$ cat config.mk
export PLATFORM = sky130hd
export DESIGN_NAME = sonar_formatador_n
export DESIGN_NICKNAME = d
export VERILOG_FILES = /design/src/rtl/sonar_pkg.sv /design/src/rtl/fifo_sync_n.sv /design/src/rtl/sonar_formatador_n.sv
export SDC_FILE = /design/constraint.sdc
export NUM_CORES = 1
export LEC_CHECK = 0
export ABC_AREA = 1
export BUFFER_PORTS_ARGS = -buffer_cell sky130_fd_sc_hd__buf_2
export CORE_ASPECT_RATIO = 0.9
export CORE_MARGIN = 2
export CORE_UTILIZATION = 25
export CTS_CLUSTER_DIAMETER = 30
export CTS_CLUSTER_SIZE = 40
export DETAILED_ROUTE_END_ITERATION = 12
export GPL_ROUTABILITY_DRIVEN = 0
export PLACE_DENSITY = 0.45
export SLEW_MARGIN = 20
export SYNTH_ARGS = -nofsm -noshare
export SYNTH_HDL_FRONTEND = slang
export SYNTH_SLANG_ARGS = --single-unit
$ cat constraint.sdc
create_clock -name clock -period 6.85 [get_ports clock]
set_input_delay 0.685 -clock clock [delete_from_list [all_inputs] [get_ports clock]]
set_output_delay 0.685 -clock clock [all_outputs]
set_load 0.005 [all_outputs]
$ cat src/rtl/sonar_pkg.sv
// Shared definitions for the sonar record formatter: ASCII constants,
// formatter FSM encoding and the BCD-to-ASCII digit mapping.
package sonar_pkg;

  localparam logic [6:0] ZERO     = 7'h30;
  localparam logic [6:0] ESPACO   = 7'h20;
  localparam logic [6:0] TRACO    = 7'h2D;
  localparam logic [6:0] INTERROG = 7'h3F;

  typedef enum logic [3:0] {
    OCIOSO  = 4'h0,
    CARREGA = 4'h1,
    PARTIDA = 4'h2,
    ESPERA  = 4'h3,
    FIM     = 4'h4
  } estado_t;

  // Digits 0..9 become '0'..'9'; anything above 9 is shown as '?'.
  function automatic logic [6:0] bcd2ascii(input logic [3:0] d);
    if (d > 4'd9) return INTERROG;
    return ZERO + {3'b000, d};
  endfunction

endpackage

$ cat src/rtl/fifo_sync_n.sv
// Synchronous FIFO with registered empty/full flags. A write while full is
// accepted only when a read happens in the same cycle.
module fifo_sync_n #(
  parameter int DEPTH = 4,
  parameter int WIDTH = 8
) (
  input  logic             clock,
  input  logic             reset,
  input  logic             escreve,
  input  logic             le,
  input  logic [WIDTH-1:0] dado_in,
  output logic [WIDTH-1:0] dado_out,
  output logic             vazio,
  output logic             cheio
);

  localparam int AW = (DEPTH > 1) ? $clog2(DEPTH) : 1;
  localparam int CW = AW + 1;

  logic [WIDTH-1:0] mem_q [DEPTH];
  logic [AW-1:0]    wr_ptr_q, rd_ptr_q;
  logic [CW-1:0]    count_q, count_d;
  logic             vazio_q, cheio_q;
  logic             le_ok, escreve_ok;

  assign le_ok      = le && !vazio_q;
  assign escreve_ok = escreve && (!cheio_q || le_ok);
  assign count_d    = count_q + CW'(escreve_ok) - CW'(le_ok);

  // Storage array: written on accepted pushes only.
  // NOTE: the storage is deliberately not reset; stale entries are never
  // visible because the pointers and flags are reset.
  always_ff @(posedge clock) begin
    if (escreve_ok) mem_q[wr_ptr_q] <= dado_in;
  end

  // Pointers, occupancy and registered flags.
  // NOTE: state registers use non-blocking assignments so every flop
  // samples the pre-edge value of every other flop.
  always_ff @(posedge clock) begin
    if (reset) begin
      wr_ptr_q <= '0;
      rd_ptr_q <= '0;
      count_q  <= '0;
      vazio_q  <= 1'b1;
      cheio_q  <= 1'b0;
    end else begin
      if (escreve_ok) wr_ptr_q <= wr_ptr_q + AW'(1);
      if (le_ok)      rd_ptr_q <= rd_ptr_q + AW'(1);
      count_q <= count_d;
      vazio_q <= (count_d == '0);
      cheio_q <= (count_d == CW'(DEPTH));
    end
  end

  assign dado_out = mem_q[rd_ptr_q];
  assign vazio    = vazio_q;
  assign cheio    = cheio_q;

endmodule

$ cat src/rtl/sonar_formatador_n.sv
// Buffers (angle, distance) BCD records and streams each one as ASCII
// characters "angle SEP distance TERM" through the partida/pronto handshake.
module sonar_formatador_n
  import sonar_pkg::*;
#(
  parameter int         N_ANG         = 3,
  parameter int         N_MED         = 4,
  parameter int         DEPTH         = 4,
  parameter logic [6:0] SEP           = 7'h2C,
  parameter logic [6:0] TERM          = 7'h23,
  parameter int         SUPRIME_ZEROS = 0
) (
  input  logic               clock,
  input  logic               reset,
  input  logic               grava,
  input  logic [4*N_ANG-1:0] angulo,
  input  logic [4*N_MED-1:0] medida,
  input  logic               erro,
  input  logic               pronto_tx,
  output logic               partida_tx,
  output logic [6:0]         dados_ascii,
  output logic               vazio,
  output logic               cheio,
  output logic               ocupado,
  output logic               fim_registro,
  output logic [7:0]         perdidos,
  output logic [3:0]         db_estado
);

  localparam int L  = N_ANG + N_MED + 2;
  localparam int IW = $clog2(L);
  localparam int W  = 1 + 4*N_ANG + 4*N_MED;

  estado_t       estado_q, estado_d;
  logic [IW-1:0] idx_q, idx_d;
  logic [W-1:0]  rec_q, rec_d;
  logic          ocupado_q, ocupado_d;
  logic [7:0]    perdidos_q, perdidos_d;
  logic          pop;
  logic [W-1:0]  fifo_out;
  logic          fifo_vazio, fifo_cheio;

  logic               rec_erro;
  logic [4*N_ANG-1:0] rec_ang;
  logic [4*N_MED-1:0] rec_med;
  logic [6:0]         chars [L];
  logic               lider;
  logic [3:0]         dig;

  fifo_sync_n #(.DEPTH(DEPTH), .WIDTH(W)) u_fifo (
    .clock    (clock),
    .reset    (reset),
    .escreve  (grava),
    .le       (pop),
    .dado_in  ({erro, angulo, medida}),
    .dado_out (fifo_out),
    .vazio    (fifo_vazio),
    .cheio    (fifo_cheio)
  );

  assign rec_erro = rec_q[W-1];
  assign rec_ang  = rec_q[W-2 -: 4*N_ANG];
  assign rec_med  = rec_q[4*N_MED-1:0];

  // Renders the whole held record as a character array indexed by idx_q.
  always_comb begin
    lider = 1'b1;
    dig   = '0;
    for (int k = 0; k < N_ANG; k++)
      chars[k] = bcd2ascii(rec_ang[4*(N_ANG-1-k) +: 4]);
    chars[N_ANG] = SEP;
    for (int k = 0; k < N_MED; k++) begin
      dig = rec_med[4*(N_MED-1-k) +: 4];
      if (rec_erro)
        chars[N_ANG+1+k] = TRACO;
      else if (SUPRIME_ZEROS != 0 && lider && dig == 4'd0 && k != N_MED-1)
        chars[N_ANG+1+k] = ESPACO;
      else
        chars[N_ANG+1+k] = bcd2ascii(dig);
      if (dig != 4'd0) lider = 1'b0;
    end
    chars[L-1] = TERM;
  end

  // Next-state logic for the formatter FSM and the drop counter.
  // NOTE: every signal gets a default before the case so no path leaves
  // one unassigned, which would otherwise infer a latch.
  always_comb begin
    estado_d     = estado_q;
    idx_d        = idx_q;
    rec_d        = rec_q;
    ocupado_d    = ocupado_q;
    pop          = 1'b0;
    partida_tx   = 1'b0;
    fim_registro = 1'b0;
    unique case (estado_q)
      OCIOSO:  if (!fifo_vazio) estado_d = CARREGA;
      CARREGA: begin
        pop       = 1'b1;
        rec_d     = fifo_out;
        idx_d     = '0;
        ocupado_d = 1'b1;
        estado_d  = PARTIDA;
      end
      PARTIDA: begin
        partida_tx = 1'b1;
        estado_d   = ESPERA;
      end
      ESPERA: if (pronto_tx) begin
        if (idx_q == IW'(L-1)) estado_d = FIM;
        else begin
          idx_d    = idx_q + IW'(1);
          estado_d = PARTIDA;
        end
      end
      FIM: begin
        fim_registro = 1'b1;
        ocupado_d    = 1'b0;
        estado_d     = fifo_vazio ? OCIOSO : CARREGA;
      end
      default: estado_d = OCIOSO;
    endcase

    perdidos_d = perdidos_q;
    if (grava && fifo_cheio && !pop && perdidos_q != 8'hFF)
      perdidos_d = perdidos_q + 8'd1;
  end

  // State, record and counter registers with synchronous reset.
  always_ff @(posedge clock) begin
    if (reset) begin
      estado_q   <= OCIOSO;
      idx_q      <= '0;
      rec_q      <= '0;
      ocupado_q  <= 1'b0;
      perdidos_q <= '0;
    end else begin
      estado_q   <= estado_d;
      idx_q      <= idx_d;
      rec_q      <= rec_d;
      ocupado_q  <= ocupado_d;
      perdidos_q <= perdidos_d;
    end
  end

  assign dados_ascii = (estado_q == PARTIDA || estado_q == ESPERA) ? chars[idx_q] : 7'h00;
  assign vazio       = fifo_vazio;
  assign cheio       = fifo_cheio;
  assign ocupado     = ocupado_q;
  assign perdidos    = perdidos_q;
  assign db_estado   = estado_q;

endmodule

---- After elaboration in Yosys (flattened, before gate mapping) ----
Memories as Yosys holds them, arrays and structs flattened. A register that Yosys moved wholly into a read port is not among the register bits.
Index checks and enable logic that the tools add are counted.
operators by class
  add/subtract/negate cells ............... 13
  magnitude comparators ................... 8
  equality and inequality tests ........... 10
  multiplexer cells ....................... 47
  bitwise gates (word level) .............. 1
  reduce and logical (&&, ||, !) cells .... 16
operator list
  cell                                                             count
  7-bit 2-to-1 mux                                                 21
  6-bit by 4-bit adder with 7-bit output, first input constant     7
  7-bit binary-select mux with 4-bit select                        1
  4-bit > comparator, second input constant                        7
  4-bit one-hot mux with 5 select lines                            1
  1-bit 2-to-1 mux                                                 17
  4-bit 2-to-1 mux                                                 4
  8-bit by 1-bit adder with 8-bit output, second input constant    1
  4-bit by 2-bit == test with 1-bit output, second input constant  2
  8-bit inequality test, second input constant                     1
  4-bit one-hot mux with 2 select lines                            1
  2-bit inequality test, second input constant                     3
  5-bit >= comparator, second input constant                       1
  1-bit logical AND                                                5
  4-bit inverter with 5-bit output                                 1
  2-bit by 1-bit adder with 2-bit output, second input constant    2
  4-bit by 1-bit adder with 4-bit output, second input constant    1
  4-bit by 1-bit == test with 1-bit output, second input constant  1
  4-bit by 3-bit == test with 1-bit output, second input constant  1
  4-bit == test, second input constant                             1
  4-bit logical NOT                                                1
  2-bit nonzero test                                               2
  3-bit by 1-bit adder with 3-bit output                           1
  3-bit == test, second input constant                             1
  8 further kinds                                                  11
storage, ports and cells
  register bits after elaboration ......... 26
  RAM bits ................................ 116
  output and inout bits ................... 24
  logic and storage cells ................. 105
  memories ................................ 1
memory list
  name          depth  width  read ports  clocked after Yosys merged registers in  wr ports  line               text
  u_fifo.mem_q  4      29     1           1                                        1         fifo_sync_n.sv:20  logic [WIDTH-1:0] mem_q [DEPTH];

---- Depth between registers and ports, before layout ----
Gate-level depths: netlist of run 1.
  depth in word-level cells ............... 9
  depth in mapped cells ................... 14
  depth with buffers taken out ............ 14

---- By module ----
A second synthesis of run 1 with hierarchy kept.
second synthesis, totals
  cells, all modules ...................... 701
  area total of the unflattened synthesis .. 7516.0 µm²
modules (own cells, without submodules)
  module              instances  cells an instance  area an instance (µm²)  seq. area each (µm²)
  fifo_sync_n         1          360                5175.0                  3703.6
  sonar_formatador_n  1          341                2341.0                  900.9

---- Worst setup path after synthesis of run 1 ----
OpenSTA, ideal clock, no wires.
  kind .................................... register to register
  from .................................... register estado_q[0] (netlist: db_estado[0])
  to ...................................... memory u_fifo.mem_q[0][0] (netlist name) (enable)
  arrival time ............................ 2.141 ns
  path slack .............................. 4.294 ns
  cell stages (with the launch flop) ...... 7
  buffers on the path ..................... 0
  period minus slack after synthesis ...... 2.556 ns
  cell sequence ........................... dfxtp_1 nand2_2 nor2_2 nand2_1 nand2_1 nand2_2 nor2_1
between the ends
  longest elaborated chain between the ends .. 7
RTL lines
  what                                      line                       text
  start, declared                           sonar_formatador_n.sv:34   estado_t estado_q, estado_d;
  start signal, assigned                    sonar_formatador_n.sv:138  estado_q <= estado_d;
  4-bit by 1-bit == test with 1-bit output  sonar_formatador_n.sv:96   unique case (estado_q)
  1-bit 2-to-1 mux                          sonar_formatador_n.sv:96
  1-bit logical AND                         fifo_sync_n.sv:26          assign le_ok = le && !vazio_q;
  1-bit logical OR                          fifo_sync_n.sv:27          assign escreve_ok = escreve && (!cheio_q || le_ok);
  1-bit logical AND                         fifo_sync_n.sv:27
  1-bit 2-to-1 mux                          fifo_sync_n.sv:34          if (escreve_ok) mem_q[wr_ptr_q] <= dado_in;
  1-bit 2-to-1 mux (implied by the code)    fifo_sync_n.sv:34
  end, declared                             fifo_sync_n.sv:20
Every way passes these cells.

---- Final worst setup path of run 1 ----
  from .................................... register idx_q[0]
  to ...................................... output dados_ascii[0]
between the ends
  longest elaborated chain between the ends .. 5
RTL lines
  what                                                    line                       text
  start, declared                                         sonar_formatador_n.sv:35   logic [IW-1:0] idx_q, idx_d;
  start signal, assigned                                  sonar_formatador_n.sv:139  idx_q <= idx_d;
  4-bit inverter with 5-bit output (implied by the code)  sonar_formatador_n.sv:146  assign dados_ascii = (estado_q == PARTIDA || estado_q == ESPERA) ? chars[idx_q] : 7'h00;
  7-bit binary-select mux with 4-bit select               sonar_formatador_n.sv:146
  7-bit 2-to-1 mux (implied by the code) (2 in a row)     sonar_formatador_n.sv:146
  7-bit 2-to-1 mux                                        sonar_formatador_n.sv:146
  end, declared                                           sonar_formatador_n.sv:21   output logic [6:0] dados_ascii,
Every way passes these cells. The select of a mux whose other input is x is not followed.

==> results of run 1 <==
-- power breakdown --
group | total (W) | leakage, nW | switching [W] | internal [W]
Clock | 0.000877 | 0.257 | 0.000414 | 0.000463
Combinational | 0.000762 | 1.48 | 0.000509 | 0.000253
Sequential | 0.00138 | 1.51 | 0.0000952 | 0.00129
Total | 0.00302 | 3.24 | 0.00102 | 0.00200
-- cell usage after synthesis (all sizes together) --
cell    count  area [um^2]
nor2       97        376.6
or2         1        6.260
fa          1        20.02
a21o        1        7.510
nor3        3        15.01
a21oi      41        216.5
dfxtp      54         1081
conb        1        3.750
ha         10        125.1
o21ai     104        520.5
o22ai      31        193.9
xor2        6        52.55
nand2      57        224.0
buf        13        77.57
clkbuf     22        93.83
and3        1        6.260
edfxtp    116         3483
nand3      30        160.2
xnor2       2        17.52
inv        79        296.5
a211oi      1        7.510
nand4       2        12.51
o21bai     13        97.59
-- worst max-delay path, delay by kind of cell, from the launching register on --
kind	cells	cell delay (ns)
DFF	1	0.81
buffers and inverters	2	0.38
AOI/OAI and AO/OA	1	0.22
and+or+nand+nor	4	0.36
-- layout by cell type (no fill, tap or decap), types with 2 or more instances in the layout --
cell / synthesis / layout
xnor2_1: 2 / 2
nand3_2: 2 / 2
buf_2: 8 / 54
edfxtp_1: 116 / 116
ha_1: 10 / 10
clkinv_1: 0 / 4
clkinv_2: 0 / 2
dfxtp_1: 54 / 53
nand2_2: 4 / 4
o22ai_1: 31 / 31
nor2_4: 1 / 5
nand2_1: 53 / 53
inv_2: 3 / 3
nor2_2: 2 / 2
o21ai_0: 97 / 97
inv_1: 76 / 76
nor3_1: 3 / 3
xor2_1: 6 / 6
nand4_1: 2 / 2
conb_1: 1 / 2
nand3_1: 28 / 28
o21ai_1: 7 / 7
buf_4: 3 / 2
nor2_1: 94 / 90
a21oi_1: 40 / 40
inv_6: 0 / 5
o21bai_1: 13 / 13
clkbuf_16: 0 / 17
-- final timing paths --
path                startpoint                 end  slack [ns]  depth (start not counted)
hold / removal       medida[0]  u_fifo.mem_q[2][0]        0.46                          1
hold reg to reg        ocupado             ocupado        0.47                          2
setup / recovery      idx_q[0]      dados_ascii[0]        3.95                          7
setup reg to reg  db_estado[0]        u_fifo.vazio        4.14                         13
-- per-stage QoR --
stage,power [W],cells
2_1_floorplan,0.001929,687
3_3_place_gp,0.002174,1068
3_5_place_dp,0.002172,1068
4_1_cts,0.003052,1099
5_1_grt,0.003224,1101
6_report,0.003020,1101
-- state kept, by name (all words and copies together) (netlist names) --
signal           count
db_estado            3
idx_q                4
ocupado              1
perdidos             8
rec_q               29
u_fifo.cheio         1
u_fifo.count_q       3
u_fifo.mem_q       116
u_fifo.rd_ptr_q      2
u_fifo.vazio         1
u_fifo.wr_ptr_q      2
-- cell families (layout without fill, tap and decap cells) --
kind of cell	Yosys count	after routing
xor+xnor	8	8
simple gates	191	191
buf+inv	114	168
fa+ha+maj	11	11
flops	170	170
compound gates	191	191
other cells	1	2
-- layout make-up --
| type | count | area (um^2) |
|---|---|---|
| multi-input cells | 403 | 2097 |
| fillers | 2908 | 19680 |
| flip-flops and latches | 170 | 4566 |
| inverters | 79 | 296.5 |
| clock inverters | 14 | 96.34 |
| clock buffers | 17 | 425.4 |
| well taps | 360 | 450.4 |
| repair buffers | 58 | 332.8 |
-- routing by layer --
metal | wire [um] | vias up | part of all wire [%] | GRT usage (%)
met5 | 0 | - | 0 | 0
met4 | 239 | 0 | 1.4 | 3.843
met3 | 704 | 19 | 4.2 | 2.971
met2 | 7396 | 103 | 44 | 18.01
met1 | 8492 | 2283 | 50 | 16.19
li1 | - | 2442 | - | -
==> results.cfg, run 1 <==
[outcome]
outcome = finished clean

[logic_synthesis]
synth_simple_gate_area_share_pct = 11.29
netlist_area_um2 = 7096
synthMuxAreaShare_pct = 0
synth_top_family_by_area = compound AO/OA/AOI/OAI gates
synth_compound_gate_area_share_pct = 14.71
ys_seq_area_share_pct = 64.33
synth_xor_area_share_pct = 0.9875
synth.distinct_cells = 35
synth-adder-area-share_pct = 2.045
synth_seq_cells = 170
syn_avg_cell_area_um2 = 10.34
yosysWarnings = 0
synth_cells = 686

[setup_path]
path_class = flop to output pin
crit_path_top_delay_cell = dfxtp_1
crit_fanout = 22
startpoint_type = flop
timing.critical_path.cells = inv_2 > nand3_1 > nand3_1 > nand2_1 > nand2_1 > a21oi_1 > buf_2
cp_data_required_time_ns = 6.16
slowest_delay_ns = 0.81
cp-end-kind = output pin
cp.arrival_ns = 2.22

[sta]
drv_slew = 0
fin_crit_sh_pct = 42.40
rsz0062_at_grt = false
finalWorstSetupSlack_ns = 3.946
worstMarginPinSlew_ns = 1.069
final-setup-viol-count = 0
hold-worst-slack_ns = 0.4646
fmax_ghz = 0.3443
skew_ns = 0.009424
relSlewSlack_pct = 28.64
fin_crit_ns = 2.904
hold_violations = 0
fin_setup_tns_ns = 0

[layout]
drive_gt1_share_pct = 14.04
diodes = 0
stdcell_area_um2 = 8264
utilization_pct = 29.58
layout.nets = 773
area_growth_pct = 16.47

[floorplanning]
start_util_pct = 25.40
core_area_um2 = 27940
fp-row-count = 58
pin_count = 57
die_area_um2 = 29750
die_h_um = 163.8
dieWidth_um = 181.6

[global_routing]
grt_start_max_net_pins = 61
grt-ovfl-total = 0
grt_pass1_vias = 4472
grt_usage_pct = 11.73
grt_pass1_wl_um = 26120
grt_antenna_before_repair = 0

[drt]
drt_iter0_drc = 312
wl_per_cell_um = 15.29
wl_um = 16830
drc = 0
drt.antenna.violating_nets = 0
vias = 4847
detail_route.vias_per_cell = 4.402
drtPass1Iterations = 4

[clock_tree]
cts_setup_buffers = 0
cts.clk_slew.worst_paths_ns = 0.07
clockBufferDepth = 2
clock-sinks = 170
cts_resized = 0
ctsHoldBuffers = 0
clk_latency_ns = 0.44
ctsRootBufferMaster = clkbuf_16
cts_htree_levels = 4
cts_tree = built
cts_made_buffers = 17

[placed_design]
portBuffers = 54
dpl-instance-area_um2 = 7695
dp_hpwl_um = 10300
place_ws_ns = 4.060

[run]
cap_violations = 0

[power]
powerDensity_nw_per_um2 = 365.4
peakVddDrop_uv = 178.5
p_leak_nw = 3.243

[worst_hold_path]
hold_path.class = primary input to flop
Power figures use the tool's default switching activity.
==> run 2: changes to the inputs <==
==> constraint.sdc (replaced) <==
create_clock -name clock -period 2.81 [get_ports clock]
set_input_delay 0.281 -clock clock [delete_from_list [all_inputs] [get_ports clock]]
set_output_delay 0.281 -clock clock [all_outputs]
set_load 0.005 [all_outputs]
==> results.cfg, run 2 (synthesized netlist as in run 1, its figures left out) <==
[layout]
seq_area_um2 = 4566
drive_gt1_share_pct = 15.24
stdcell_area_um2 = 8371
multi_input_area_um2 = 2097
diodes = 0
fill_cells = 2905
area_growth_pct = 17.97
largest_register_ffs = 116
mostFrequentLayoutCells = edfxtp_1 (116), o21ai_0 (97), nor2_1 (90)
layout_commonest_cell = edfxtp_1
layout.nets = 780
largest_register = u_fifo.mem_q

[drt]
drc = 0
drt_iter0_drc = 427
wl_per_cell_um = 15.33
drtPass1Iterations = 4
drt.antenna.violating_nets = 0
wl_um = 16990
vias = 4868
detail_route.vias_per_cell = 4.394

[clock_tree]
cts_resized = 0
clockBufferDepth = 2
cts_htree_levels = 4
ctsRootBufferMaster = clkbuf_16
cts.clk_slew.worst_paths_ns = 0.07
ctsHoldBuffers = 0
cts_made_buffers = 17
clk_latency_ns = 0.42
cts_tree = built
clock-sinks = 170
cts_setup_buffers = 0

[placed_design]
dp_hpwl_um = 10560
portBuffers = 54
dpl-instance-area_um2 = 7775

[setup_path]
rr_endpoint = u_fifo.vazio
worstReg2RegStart = db_estado[0]
ff2ff_path_depth = 13
path_class = flop to output pin
cp_data_required_time_ns = 2.53
timing.critical_path.cells = inv_2 > nand3_1 > nand3_1 > nand2_1 > nand2_1 > a21oi_1 > buf_2
crit_start = idx_q[0]
crit_path_top_delay_cell = dfxtp_1
crit_end = dados_ascii[0]
slowest_delay_ns = 0.78
cp.arrival_ns = 2.18
startpoint_type = flop
cp-end-kind = output pin
crit_fanout = 22
r2r_setup_slack_ns = 0.48

[global_routing]
grt_usage_pct = 11.99
grt_pass1_vias = 4663
grt_antenna_before_repair = 0
grt_pass1_wl_um = 26850
grt-ovfl-total = 0
grt_start_max_net_pins = 60

[sta]
relSlewSlack_pct = 51.66
fin_setup_tns_ns = 0
rsz0062_at_grt = false
hold_violations = 0
worstMarginPinSlew_ns = 0.7244
final-setup-viol-count = 0
fin_crit_ns = 2.464
fin_crit_sh_pct = 87.68
skew_ns = 0.009499
drv_slew = 0
fmax_ghz = 0.4059

[power]
seqPwrFrac_pct = 43.9
combPwrFrac_pct = 24.8
switching_share_pct = 32.38
switchingPower_w = 0.002477
p_leak_nw = 3.306
powerDensity_nw_per_um2 = 913.9
clockPowerShare_pct = 31.3
peakVddDrop_uv = 498.1
p_int_w = 0.005172
power_w = 0.007650

[floorplanning]
die_area_um2 = 29750
core_area_um2 = 27940
fp-row-count = 58
die_h_um = 163.8
pin_count = 57
dieWidth_um = 181.6
start_util_pct = 25.40

[outcome]
outcome = finished clean

[worst_hold_path]
hold_start = medida[9]
hold_path.class = primary input to flop

[run]
cap_violations = 0
-- run 2: worst max-delay path, delay by kind of cell (launching register included) --
| family | cells | cell delay, ns |
|---|---|---|
| and+or+nand+nor | 4 | 0.40 |
| DFF | 1 | 0.78 |
| buffers and inverters | 2 | 0.39 |
| AOI/OAI and AO/OA | 1 | 0.19 |
-- run 2: final cells by class --
type                    count  area share [%]
repair buffers             65           4.365
multi-input cells         403           25.05
flip-flops and latches    170           54.54
inverters                  79           3.543
clock inverters            14           2.033
well taps                 360           5.381
clock buffers              17           5.082
-- run 2: worst min-delay path by stage --
stage,endpoint,cells after the start
floorplan,u_fifo.count_q[2],1
global placement,ocupado,2
detailed placement,ocupado,2
CTS,u_fifo.mem_q[3][9],1
global route,u_fifo.mem_q[3][9],1
finish,u_fifo.mem_q[3][9],1
-- run 2: power by group through the flow --
stage	clock network [W]	logic [W]	registers, W
after floorplan	0	0.00136	0.00334
after global placement	0	0.00193	0.00342
after detailed placement	0	0.00194	0.00342
after CTS	0.00246	0.00195	0.00336
after global routing	0.00258	0.00220	0.00341
final	0.00239	0.00190	0.00336
-- run 2: metal layers --
metal / up-vias / GRT usage (%) / share of wire [%]
met5: - / 0 / 0
met3: 5 / 3.326 / 2.8
met4: 0 / 2.550 / 0.49
met1: 2332 / 16.95 / 53
li1: 2453 / - / -
met2: 78 / 18.36 / 44
-- run 2: through the flow --
step	hold slack [ns]	cells	setup slack, ns	utilization [%]
5_1_grt	0.04494	1108	0.09396	29.96
4_1_cts	0.04688	1108	0.2632	29.96
3_3_place_gp	0.4769	1077	0.5754	27.83
3_5_place_dp	0.4805	1077	0.4880	27.83
6_report	0.06780	1108	0.3462	29.96
2_1_floorplan	0.3647	687	0.2538	-
